[config.mk]
export PLATFORM = sky130hd
export DESIGN_NAME = key_debounce_array_flat
export DESIGN_NICKNAME = d
export VERILOG_FILES = /design/src/rtl/key_debounce_pkg.sv /design/src/rtl/key_debounce_array_if.sv /design/src/rtl/key_debounce_chan.sv /design/src/rtl/key_debounce_array.sv /design/src/flat_wrapper.sv
export SDC_FILE = /design/constraint.sdc
export NUM_CORES = 1
export LEC_CHECK = 0
export CAP_MARGIN = 40
export CORE_UTILIZATION = 30
export CTS_BUF_LIST = sky130_fd_sc_hd__clkbuf_4
export DETAILED_ROUTE_END_ITERATION = 6
export PLACE_DENSITY_LB_ADDON = 0.2
export SLEW_MARGIN = 5
export SYNTH_ARGS = -nofsm -noshare
export SYNTH_HDL_FRONTEND = slang
export SYNTH_SLANG_ARGS = --single-unit
export TNS_END_PERCENT = 10
[constraint.sdc]
create_clock -name clk_in -period 5 [get_ports clk_in]
set_input_delay 1.25 -clock clk_in [delete_from_list [all_inputs] [get_ports clk_in]]
set_output_delay 1.25 -clock clk_in [all_outputs]
set_load 0.005 [all_outputs]
[src/rtl/key_debounce_pkg.sv]
// Shared types and sizing helpers for the key debounce array.
package key_debounce_pkg;

    typedef enum logic [1:0] {
        ST_RELEASED = 2'd0,
        ST_PRESSED  = 2'd1,
        ST_HELD     = 2'd2
    } key_state_e;

    // Bits needed to hold 0..max_count; never less than one bit.
    function automatic int cnt_width(input int max_count);
        return (max_count < 1) ? 1 : $clog2(max_count + 1);
    endfunction

endpackage

[src/rtl/key_debounce_array_if.sv]
// Button pins in, debounced levels and event pulses out.
interface key_debounce_array_if #(
    parameter int N_CH = 4
);
    logic [N_CH-1:0] button_in;
    logic [N_CH-1:0] repeat_en;
    logic [N_CH-1:0] level_out;
    logic [N_CH-1:0] press_pulse;
    logic [N_CH-1:0] release_pulse;
    logic [N_CH-1:0] long_pulse;
    logic [N_CH-1:0] repeat_pulse;

    modport master (
        output button_in, repeat_en,
        input  level_out, press_pulse, release_pulse, long_pulse, repeat_pulse
    );

    modport slave (
        input  button_in, repeat_en,
        output level_out, press_pulse, release_pulse, long_pulse, repeat_pulse
    );
endinterface

[src/rtl/key_debounce_chan.sv]
// One button channel: synchronizer, stable-count filter and press/hold/repeat FSM.
// state       | meaning
// ST_RELEASED | debounced level low, waiting for an accepted press
// ST_PRESSED  | pressed, hold counter running toward the long-press event
// ST_HELD     | long-press fired, repeat counter running
module key_debounce_chan
    import key_debounce_pkg::*;
#(
    parameter int DEBOUNCE_CYCLES = 5000000,
    parameter int HOLD_CYCLES     = 50000000,
    parameter int REPEAT_CYCLES   = 10000000,
    parameter int ACTIVE_HIGH     = 1
) (
    input  logic clk_in,
    input  logic reset,
    input  logic button_i,
    input  logic repeat_en_i,
    output logic level_o,
    output logic press_o,
    output logic release_o,
    output logic long_o,
    output logic repeat_o
);
    localparam int DB_W   = cnt_width(DEBOUNCE_CYCLES - 1);
    localparam int HOLD_W = cnt_width(HOLD_CYCLES - 1);
    localparam int REP_W  = cnt_width(REPEAT_CYCLES - 1);
    localparam logic [DB_W-1:0]   DB_LAST   = DB_W'(DEBOUNCE_CYCLES - 1);
    localparam logic [HOLD_W-1:0] HOLD_LAST = HOLD_W'(HOLD_CYCLES - 1);
    localparam logic [REP_W-1:0]  REP_LAST  = REP_W'(REPEAT_CYCLES - 1);
    localparam logic RELEASED_RAW = (ACTIVE_HIGH != 0) ? 1'b0 : 1'b1;

    logic              sync1_q, sync2_q, sample;
    logic [DB_W-1:0]   db_cnt_q, db_cnt_d;
    logic              level_q, level_d;
    key_state_e        state_q, state_d;
    logic [HOLD_W-1:0] hold_cnt_q, hold_cnt_d;
    logic [REP_W-1:0]  rep_cnt_q, rep_cnt_d;
    logic              press_q, press_d, release_q, release_d;
    logic              long_q, long_d, repeat_q, repeat_d;

    assign sample = (ACTIVE_HIGH != 0) ? sync2_q : ~sync2_q;

    always_ff @(posedge clk_in) begin
        if (reset) begin
            sync1_q    <= RELEASED_RAW;
            sync2_q    <= RELEASED_RAW;
            db_cnt_q   <= '0;
            level_q    <= 1'b0;
            state_q    <= ST_RELEASED;
            hold_cnt_q <= '0;
            rep_cnt_q  <= '0;
            press_q    <= 1'b0;
            release_q  <= 1'b0;
            long_q     <= 1'b0;
            repeat_q   <= 1'b0;
        end else begin
            sync1_q    <= button_i;
            sync2_q    <= sync1_q;
            db_cnt_q   <= db_cnt_d;
            level_q    <= level_d;
            state_q    <= state_d;
            hold_cnt_q <= hold_cnt_d;
            rep_cnt_q  <= rep_cnt_d;
            press_q    <= press_d;
            release_q  <= release_d;
            long_q     <= long_d;
            repeat_q   <= repeat_d;
        end
    end

    // Toggle and clear on the same edge the last differing sample arrives.
    always_comb begin
        db_cnt_d = '0;
        level_d  = level_q;
        if (sample != level_q) begin
            if (db_cnt_q == DB_LAST) begin
                level_d = ~level_q;
            end else begin
                db_cnt_d = db_cnt_q + DB_W'(1);
            end
        end
    end

    always_comb begin
        state_d    = state_q;
        hold_cnt_d = hold_cnt_q;
        rep_cnt_d  = rep_cnt_q;
        press_d    = 1'b0;
        release_d  = 1'b0;
        long_d     = 1'b0;
        repeat_d   = 1'b0;
        case (state_q)
            ST_RELEASED: begin
                if (level_d) begin
                    state_d    = ST_PRESSED;
                    press_d    = 1'b1;
                    hold_cnt_d = '0;
                end
            end
            ST_PRESSED: begin
                if (!level_d) begin
                    state_d    = ST_RELEASED;
                    release_d  = 1'b1;
                    hold_cnt_d = '0;
                    rep_cnt_d  = '0;
                end else if (hold_cnt_q == HOLD_LAST) begin
                    state_d    = ST_HELD;
                    long_d     = 1'b1;
                    hold_cnt_d = '0;
                    rep_cnt_d  = '0;
                end else begin
                    hold_cnt_d = hold_cnt_q + HOLD_W'(1);
                end
            end
            ST_HELD: begin
                // A release on the repeat boundary swallows that repeat.
                if (!level_d) begin
                    state_d    = ST_RELEASED;
                    release_d  = 1'b1;
                    hold_cnt_d = '0;
                    rep_cnt_d  = '0;
                end else if (rep_cnt_q == REP_LAST) begin
                    rep_cnt_d = '0;
                    repeat_d  = repeat_en_i;
                end else begin
                    rep_cnt_d = rep_cnt_q + REP_W'(1);
                end
            end
            default: state_d = ST_RELEASED;
        endcase
    end

    assign level_o   = level_q;
    assign press_o   = press_q;
    assign release_o = release_q;
    assign long_o    = long_q;
    assign repeat_o  = repeat_q;

endmodule

[src/rtl/key_debounce_array.sv]
// N_CH independent debounce channels; this level only distributes pins.
module key_debounce_array
    import key_debounce_pkg::*;
#(
    parameter int N_CH            = 4,
    parameter int DEBOUNCE_CYCLES = 5000000,
    parameter int HOLD_CYCLES     = 50000000,
    parameter int REPEAT_CYCLES   = 10000000,
    parameter int ACTIVE_HIGH     = 1
) (
    input logic                 clk_in,
    input logic                 reset,
    key_debounce_array_if.slave kbus
);
    logic [N_CH-1:0] level_w, press_w, release_w, long_w, repeat_w;

    for (genvar i = 0; i < N_CH; i++) begin : g_chan
        key_debounce_chan #(
            .DEBOUNCE_CYCLES (DEBOUNCE_CYCLES),
            .HOLD_CYCLES     (HOLD_CYCLES),
            .REPEAT_CYCLES   (REPEAT_CYCLES),
            .ACTIVE_HIGH     (ACTIVE_HIGH)
        ) u_chan (
            .clk_in      (clk_in),
            .reset       (reset),
            .button_i    (kbus.button_in[i]),
            .repeat_en_i (kbus.repeat_en[i]),
            .level_o     (level_w[i]),
            .press_o     (press_w[i]),
            .release_o   (release_w[i]),
            .long_o      (long_w[i]),
            .repeat_o    (repeat_w[i])
        );
    end

    assign kbus.level_out     = level_w;
    assign kbus.press_pulse   = press_w;
    assign kbus.release_pulse = release_w;
    assign kbus.long_pulse    = long_w;
    assign kbus.repeat_pulse  = repeat_w;

endmodule

[src/flat_wrapper.sv]
// flat-port wrapper written by rule: the top's interface ports become plain ports
module key_debounce_array_flat import key_debounce_pkg::*;
#(
    parameter int N_CH            = 4,
    parameter int DEBOUNCE_CYCLES = 5000000,
    parameter int HOLD_CYCLES     = 50000000,
    parameter int REPEAT_CYCLES   = 10000000,
    parameter int ACTIVE_HIGH     = 1
)
  (clk_in, reset, kbus_button_in, kbus_repeat_en, kbus_level_out, kbus_press_pulse, kbus_release_pulse, kbus_long_pulse, kbus_repeat_pulse);
  key_debounce_array_if #(.N_CH(N_CH)) kbus_i ();
  input logic clk_in;
  input logic reset;
  input wire logic [$bits(kbus_i.button_in)-1:0] kbus_button_in;
  input wire logic [$bits(kbus_i.repeat_en)-1:0] kbus_repeat_en;
  output wire logic [$bits(kbus_i.level_out)-1:0] kbus_level_out;
  output wire logic [$bits(kbus_i.press_pulse)-1:0] kbus_press_pulse;
  output wire logic [$bits(kbus_i.release_pulse)-1:0] kbus_release_pulse;
  output wire logic [$bits(kbus_i.long_pulse)-1:0] kbus_long_pulse;
  output wire logic [$bits(kbus_i.repeat_pulse)-1:0] kbus_repeat_pulse;
  assign kbus_i.button_in = kbus_button_in;
  assign kbus_i.repeat_en = kbus_repeat_en;
  assign kbus_level_out = kbus_i.level_out;
  assign kbus_press_pulse = kbus_i.press_pulse;
  assign kbus_release_pulse = kbus_i.release_pulse;
  assign kbus_long_pulse = kbus_i.long_pulse;
  assign kbus_repeat_pulse = kbus_i.repeat_pulse;
  key_debounce_array #(.N_CH(N_CH), .DEBOUNCE_CYCLES(DEBOUNCE_CYCLES), .HOLD_CYCLES(HOLD_CYCLES), .REPEAT_CYCLES(REPEAT_CYCLES), .ACTIVE_HIGH(ACTIVE_HIGH)) u_core (.clk_in(clk_in), .reset(reset), .kbus(kbus_i));
endmodule
==> impl_metrics.json, run 1 <==
{
  "synth_ff_type": "dfxtp_1",
  "detail_route.wirelength_mm": 41.9,
  "fmax_ghz": 0.301,
  "ys.warnings.count": 0,
  "placedCellCount": 2717,
  "die-width_um": 236,
  "hold_viol": 0,
  "cp.arrival_ps": 4060,
  "fin_crit_ps": 3320,
  "htreeDepth": 3,
  "fin_ws_ps": 1680,
  "slew_viol_final": 0,
  "reg2reg_depth": 9,
  "cts_buffer_depth": 3,
  "ys_ff_latch": 328,
  "fin_setup_tns_ps": 0,
  "cts_root_buffer": "clkbuf_4",
  "clock_latency_ps": 830,
  "ant_nets": 0,
  "fillerInstances": 5733,
  "die_h_um": 236,
  "grt_util_met2": 0.233,
  "start_util": 0.305,
  "power_mw": 5.27,
  "critPathKind": "reg2reg",
  "power.density_nw_per_um2": 283,
  "grt_pass1_vias": 14200,
  "drc": 0,
  "design.die.area_sq_um": 55800,
  "gp_congestion": 0.791,
  "synth_area_sq_um": 16500,
  "nets": 2158,
  "worstPathCellList": "ha_1, nand3_1, or2_1, o31ai_1, a21oi_1, buf_4, or3_1, or3_1, o21ai_0",
  "cp.depth": 9,
  "cpLargestDelayFamily": "simple AND/OR/NAND/NOR gates",
  "ctsHoldBuffers": 0,
  "rsz0062_at_grt": "false",
  "crit_slowest_cell": "o31ai_1",
  "worstHoldPathCells": 1,
  "synth.distinct_cells": 75,
  "hpwl_mm": 27.1,
  "syn_area_per_cell_sq_um": 7.96,
  "grt_max_degree": 65,
  "grt_pass1_wl_mm": 70.0,
  "ir_worst_vdd_v": 0.000128,
  "cp.required_ps": 5730,
  "drv_cap": 0,
  "tightestPinTransition_ps": 905,
  "cts_tree": "yes",
  "status": "complete, no violations",
  "clock-sinks": 328,
  "antenna_found_initial": 1,
  "relSlewSlack": 0.392,
  "fin_worst_skew_ps": 45.8,
  "startpoint_type": "register",
  "p_leak_nw": 5.94,
  "crit_path_end_kind": "register",
  "syn2layout_area_growth_pct": 13.0,
  "grtUsageMet1": 0.195,
  "synth_edf_count": 0,
  "ios": 30,
  "overflow": 0,
  "fin_crit_sh": 0.665,
  "post_cts.repair.setup_buffers": 0,
  "clk_transition_reported_paths_ps": 60,
  "fin_util": 0.344,
  "grt_util_met3": 0.0369,
  "crit_fanout": 12,
  "dr_total_vias": 15200,
  "final_layout_size_suffix_gt1_frac": 0.0971,
  "synth_nets": 2108,
  "io_buffers": 29,
  "dp_slack_ps": 1700,
  "path_buf_inv": 1,
  "finalSetupViolCount": 0,
  "cts_buffers": 97,
  "syn_inst": 2070,
  "core-area_sq_um": 54000,
  "drt_first_pass_iters": 5,
  "yosysSeqAreaShare": 0.399,
  "row_count": 85,
  "final_common_cell": "dfxtp_1",
  "layout_common_cells": "dfxtp_1 (328), nor2_1 (264), nand2_1 (176)",
  "top_usage_layer": "met2",
  "cpPeakStageDelay_ps": 600,
  "grtUsageTotal": 0.148,
  "final_cells": 2892,
  "path_common_cell": "or3_1",
  "drtIter0Drc": 935,
  "wire_per_inst_um": 14.5,
  "hp-class": "reg2reg",
  "viasPerCell": 5.25,
  "async_flop_share": 0,
  "cts_resized": 0
}
stage by stage:
stage               hold WS, ps  area (sq um)
floorplan                   414         16500
global placement            428         17300
detailed placement          440         17400
CTS                         453         18600
global route                473         18600
finish                      446         18600
layer usage:
layer | up-vias | routed length (um) | share of wire
met4 | 0 | 1030 | 0.025
met1 | 7159 | 20300 | 0.49
met5 | - | 0 | 0
met3 | 95 | 1860 | 0.044
li1 | 7671 | - | -
met2 | 269 | 18700 | 0.45
synth_stat cells (9+ instances only):
cell,instances,share of area
buf_4,21,0.0096
xor2_1,62,0.033
nor3_1,61,0.019
clkbuf_1,77,0.018
a31oi_1,44,0.017
nand3_1,138,0.042
o211ai_1,29,0.013
and3_1,55,0.021
a311oi_1,9,0.0048
or4_1,18,0.0082
xnor2_1,35,0.019
o21ai_0,148,0.045
and2_1,22,0.0084
ha_1,28,0.021
and4_1,16,0.0085
nand4_1,64,0.024
nor4bb_1,9,0.0055
dfxtp_1,328,0.40
a21oi_1,128,0.039
nor4_1,28,0.011
or3_1,42,0.016
nor2_1,264,0.060
or4b_2,10,0.0061
o31ai_1,26,0.012
inv_1,36,0.0082
nand2_1,176,0.040
nand4b_1,12,0.0064
or2_2,11,0.0042
nor2b_1,30,0.011
nand3b_1,29,0.013
o41ai_1,9,0.0048
worst reg2reg max path, cell delays in order, from the launching register on:
cell,delay [ps]
dfxtp_1,360
ha_1,200
nand3_1,150
or2_1,350
o31ai_1,600
a21oi_1,290
buf_4,240
or3_1,590
or3_1,420
o21ai_0,70
report_power, final:
group | total, mW | internal [mW] | switching [mW]
Sequential | 2.62 | 2.62 | 0.00410
Clock | 2.54 | 1.34 | 1.20
Combinational | 0.104 | 0.0283 | 0.0760
Total | 5.27 | 3.99 | 1.28
cell families (layout without fill, tap and decap cells):
| logic type | Yosys count | after routing | share of synthesized area |
|---|---|---|---|
| AND/OR/NAND/NOR | 1009 | 1009 | 0.318 |
| AO/OA/AOI/OAI | 452 | 452 | 0.166 |
| flip-flops | 328 | 328 | 0.399 |
| buffers and inverters | 147 | 271 | 0.0389 |
| XOR/XNOR | 97 | 97 | 0.0516 |
| adder cells (fa/ha/maj) | 28 | 28 | 0.0213 |
| multiplexers | 9 | 9 | 0.00555 |
| other | 0 | 2 | 0 |
sequential cells by signal (all words and copies together), names as in the netlist, 8 cells and up:
name / flops
u_core.g_chan.u_chan.db_cnt_q: 92
u_core.g_chan.u_chan.hold_cnt_q: 104
u_core.g_chan.u_chan.rep_cnt_q: 96
u_core.g_chan.u_chan.state_q: 8
layout make-up:
cell class / count / area [sq um] / area share
well taps: 696 / 871 / 0.0468
clock inverters: 31 / 145 / 0.00780
repair buffers: 61 / 554 / 0.0298
multi-input cells: 1595 / 9260 / 0.498
inverters: 37 / 139 / 0.00746
flip-flops and latches: 328 / 6570 / 0.353
clock buffers: 142 / 1070 / 0.0573
diodes: 2 / 5.00 / 0.000269
path summary, 6_finish.rpt:
| kind | from | end | slack, ps |
|---|---|---|---|
| setup / recovery | u_core.g_chan[3].u_chan.hold_cnt_q[0] | u_core.g_chan[3].u_chan.rep_cnt_q[22] | 1680 |
| setup reg to reg | u_core.g_chan[3].u_chan.hold_cnt_q[0] | u_core.g_chan[3].u_chan.rep_cnt_q[22] | 1680 |
| hold / removal | u_core.g_chan[0].u_chan.db_cnt_q[0] | u_core.g_chan[0].u_chan.db_cnt_q[0] | 450 |
| hold reg to reg | u_core.g_chan[0].u_chan.db_cnt_q[0] | u_core.g_chan[0].u_chan.db_cnt_q[0] | 450 |
Note: power is estimated with default switching activity, not from simulation.
==> inputs of run 2 (changes only) <==
==> constraint.sdc (replaced) <==
create_clock -name clk_in -period 2.7 [get_ports clk_in]
set_input_delay 0.675 -clock clk_in [delete_from_list [all_inputs] [get_ports clk_in]]
set_output_delay 0.675 -clock clk_in [all_outputs]
set_load 0.005 [all_outputs]
==> run 2 against run 1 <==
Compared with the run above:
- worst setup slack worse by 1700 ps
- cell count is 5.0% higher
- critical path depth stayed put
- critical endpoint is now u_core.g_chan[1].u_chan.rep_cnt_q[5]
==> impl_metrics.json, run 2 (same netlist as run 1, synthesis figures left out) <==
{
  "status": "complete, no violations",
  "power.density_nw_per_um2": 486,
  "fin_worst_skew_ps": 65.5,
  "die-width_um": 236,
  "multi_input_area_sq_um": 9550,
  "wire_per_inst_um": 14.1,
  "final_common_cell": "dfxtp_1",
  "nets": 2309,
  "drt_first_pass_iters": 5,
  "placed_area_sq_um": 18500,
  "ctsHoldBuffers": 0,
  "core-area_sq_um": 54000,
  "hold_viol": 0,
  "crit_fanout": 6,
  "syn2layout_area_growth_pct": 22.1,
  "final_layout_size_suffix_gt1_frac": 0.179,
  "cts_buffer_depth": 3,
  "ant_nets": 0,
  "top_register": "u_core.g_chan.u_chan.hold_cnt_q",
  "tightestPinTransition_ps": 706,
  "fin_crit_sh": 0.997,
  "row_count": 85,
  "htreeDepth": 3,
  "drc": 0,
  "finalSetupViolCount": 0,
  "slew_viol_final": 0,
  "detail_route.wirelength_mm": 42.9,
  "power_mw": 9.78,
  "ir_worst_vdd_v": 0.000276,
  "design.die.area_sq_um": 55800,
  "ios": 30,
  "rsz0062_at_grt": "true",
  "grt_pass1_wl_mm": 72.1,
  "critPathKind": "reg2reg",
  "hp-class": "in2reg",
  "crit_path_end_kind": "register",
  "layout_common_cells": "dfxtp_1 (326), nor2_1 (263), nand2_1 (175)",
  "grt_pass1_vias": 15000,
  "reg_top3": "u_core.g_chan.u_chan.hold_cnt_q x104, u_core.g_chan.u_chan.rep_cnt_q x96, u_core.g_chan.u_chan.db_cnt_q x92",
  "fillerInstances": 5646,
  "drtIter0Drc": 927,
  "fmax_ghz": 0.371,
  "fin_crit_ps": 2690,
  "cp.arrival_ps": 3410,
  "design_area_sq_um": 20100,
  "crit_slowest_cell": "or4b_4",
  "cts_buffers": 98,
  "die_h_um": 236,
  "clk_transition_reported_paths_ps": 70,
  "antenna_found_initial": 1,
  "viasPerCell": 5.17,
  "p_leak_nw": 6.85,
  "start_util": 0.305,
  "cpPeakStageDelay_ps": 540,
  "hpwl_mm": 28.4,
  "clock_latency_ps": 840,
  "dr_total_vias": 15700,
  "drv_cap": 0,
  "overflow": 0,
  "worstPathCellList": "or4b_4, nor4_4, buf_4, a31oi_4, buf_6, o211ai_4, nand3_4, or4b_1, a21oi_1",
  "grt_max_degree": 66,
  "grtUsageTotal": 0.151,
  "startpoint_type": "register",
  "clock-sinks": 328,
  "largest_register_ffs": 104,
  "gp_congestion": 0.805,
  "seq_area_sq_um": 6570,
  "cp.required_ps": 3410,
  "cts_root_buffer": "clkbuf_4",
  "io_buffers": 29,
  "relSlewSlack": 0.525,
  "cts_tree": "yes"
}
run 2: changes by cell type in the layout (fill, tap and decap cells not counted), moves of 5 or more:
cell      delta
buf_12       +6
buf_4      +134
buf_6        +8
clkinv_1     -8
nor3_1       -5
o21ai_0      -9
o21ai_1      +6
o31ai_1      -6
o31ai_2      +6
or4_1        -7
or4_4        +8
run 2: cell type report:
| cell class | count | share of cell area |
|---|---|---|
| Inverter | 37 | 0.00691 |
| Clock inverter | 26 | 0.00659 |
| Clock buffer | 142 | 0.0530 |
| Antenna cell | 1 | 0.000124 |
| Tap cell | 696 | 0.0433 |
| Timing Repair Buffer | 210 | 0.0887 |
| Multi-Input combinational cell | 1596 | 0.475 |
| Sequential cell | 328 | 0.327 |
run 2: worst paths after layout:
kind	startpoint	endpoint	slack, ps	depth (start not counted)
setup / recovery	u_core.g_chan[1].u_chan.db_cnt_q[21]	u_core.g_chan[1].u_chan.rep_cnt_q[5]	8	9
hold / removal	reset	u_core.g_chan[3].u_chan.hold_cnt_q[6]	200	2
setup reg to reg	u_core.g_chan[1].u_chan.db_cnt_q[21]	u_core.g_chan[1].u_chan.rep_cnt_q[5]	8	9
hold reg to reg	u_core.g_chan[3].u_chan.sync1_q	u_core.g_chan[3].u_chan.sample	440	1
run 2: what timing repair did:
| action | 4_1_cts | 5_1_grt |
|---|---|---|
| resized for setup | 11 | 76 |
| pin swaps | 5 | 28 |
| cloned | 0 | 3 |
| setup endpoints to repair | 37 | 160 |
| setup buffers | 0 | 6 |
run 2: power by group:
| group | internal, mW | switching [mW] |
|---|---|---|
| registers | 4.85 | 0.00738 |
| logic | 0.0760 | 0.145 |
| clock network | 2.48 | 2.22 |
| total | 7.41 | 2.37 |
run 2: worst max-delay path, delay by kind of cell, from the launching register on:
family / cells / cell delay [ps]
buffers and inverters: 2 / 320
AND/OR/NAND/NOR: 4 / 1490
AO/OA/AOI/OAI: 3 / 500
flip-flops: 1 / 320
run 2: layer usage:
layer / vias up / GRT usage / part of all wire
li1: 7979 / - / -
met1: 7411 / 0.199 / 0.48
met2: 250 / 0.239 / 0.45
met3: 67 / 0.0324 / 0.041
met4: 0 / 0.0606 / 0.023
met5: - / 0 / 0
run 2: metrics by stage:
step / utilization / hold WS (ps) / TNS (ps) / setup WS, ps / std cells
after global placement: 0.343 / 430 / -510 / -55.3 / 2859
after detailed placement: 0.343 / 437 / -751 / -91.1 / 2859
final: 0.372 / 204 / 0 / 7.57 / 3036
after CTS: 0.366 / 85.5 / -366 / -58.8 / 3027
after floorplan: - / 414 / 0 / 0.104 / 2070
after global routing: 0.372 / 146 / -3840 / -180 / 3036
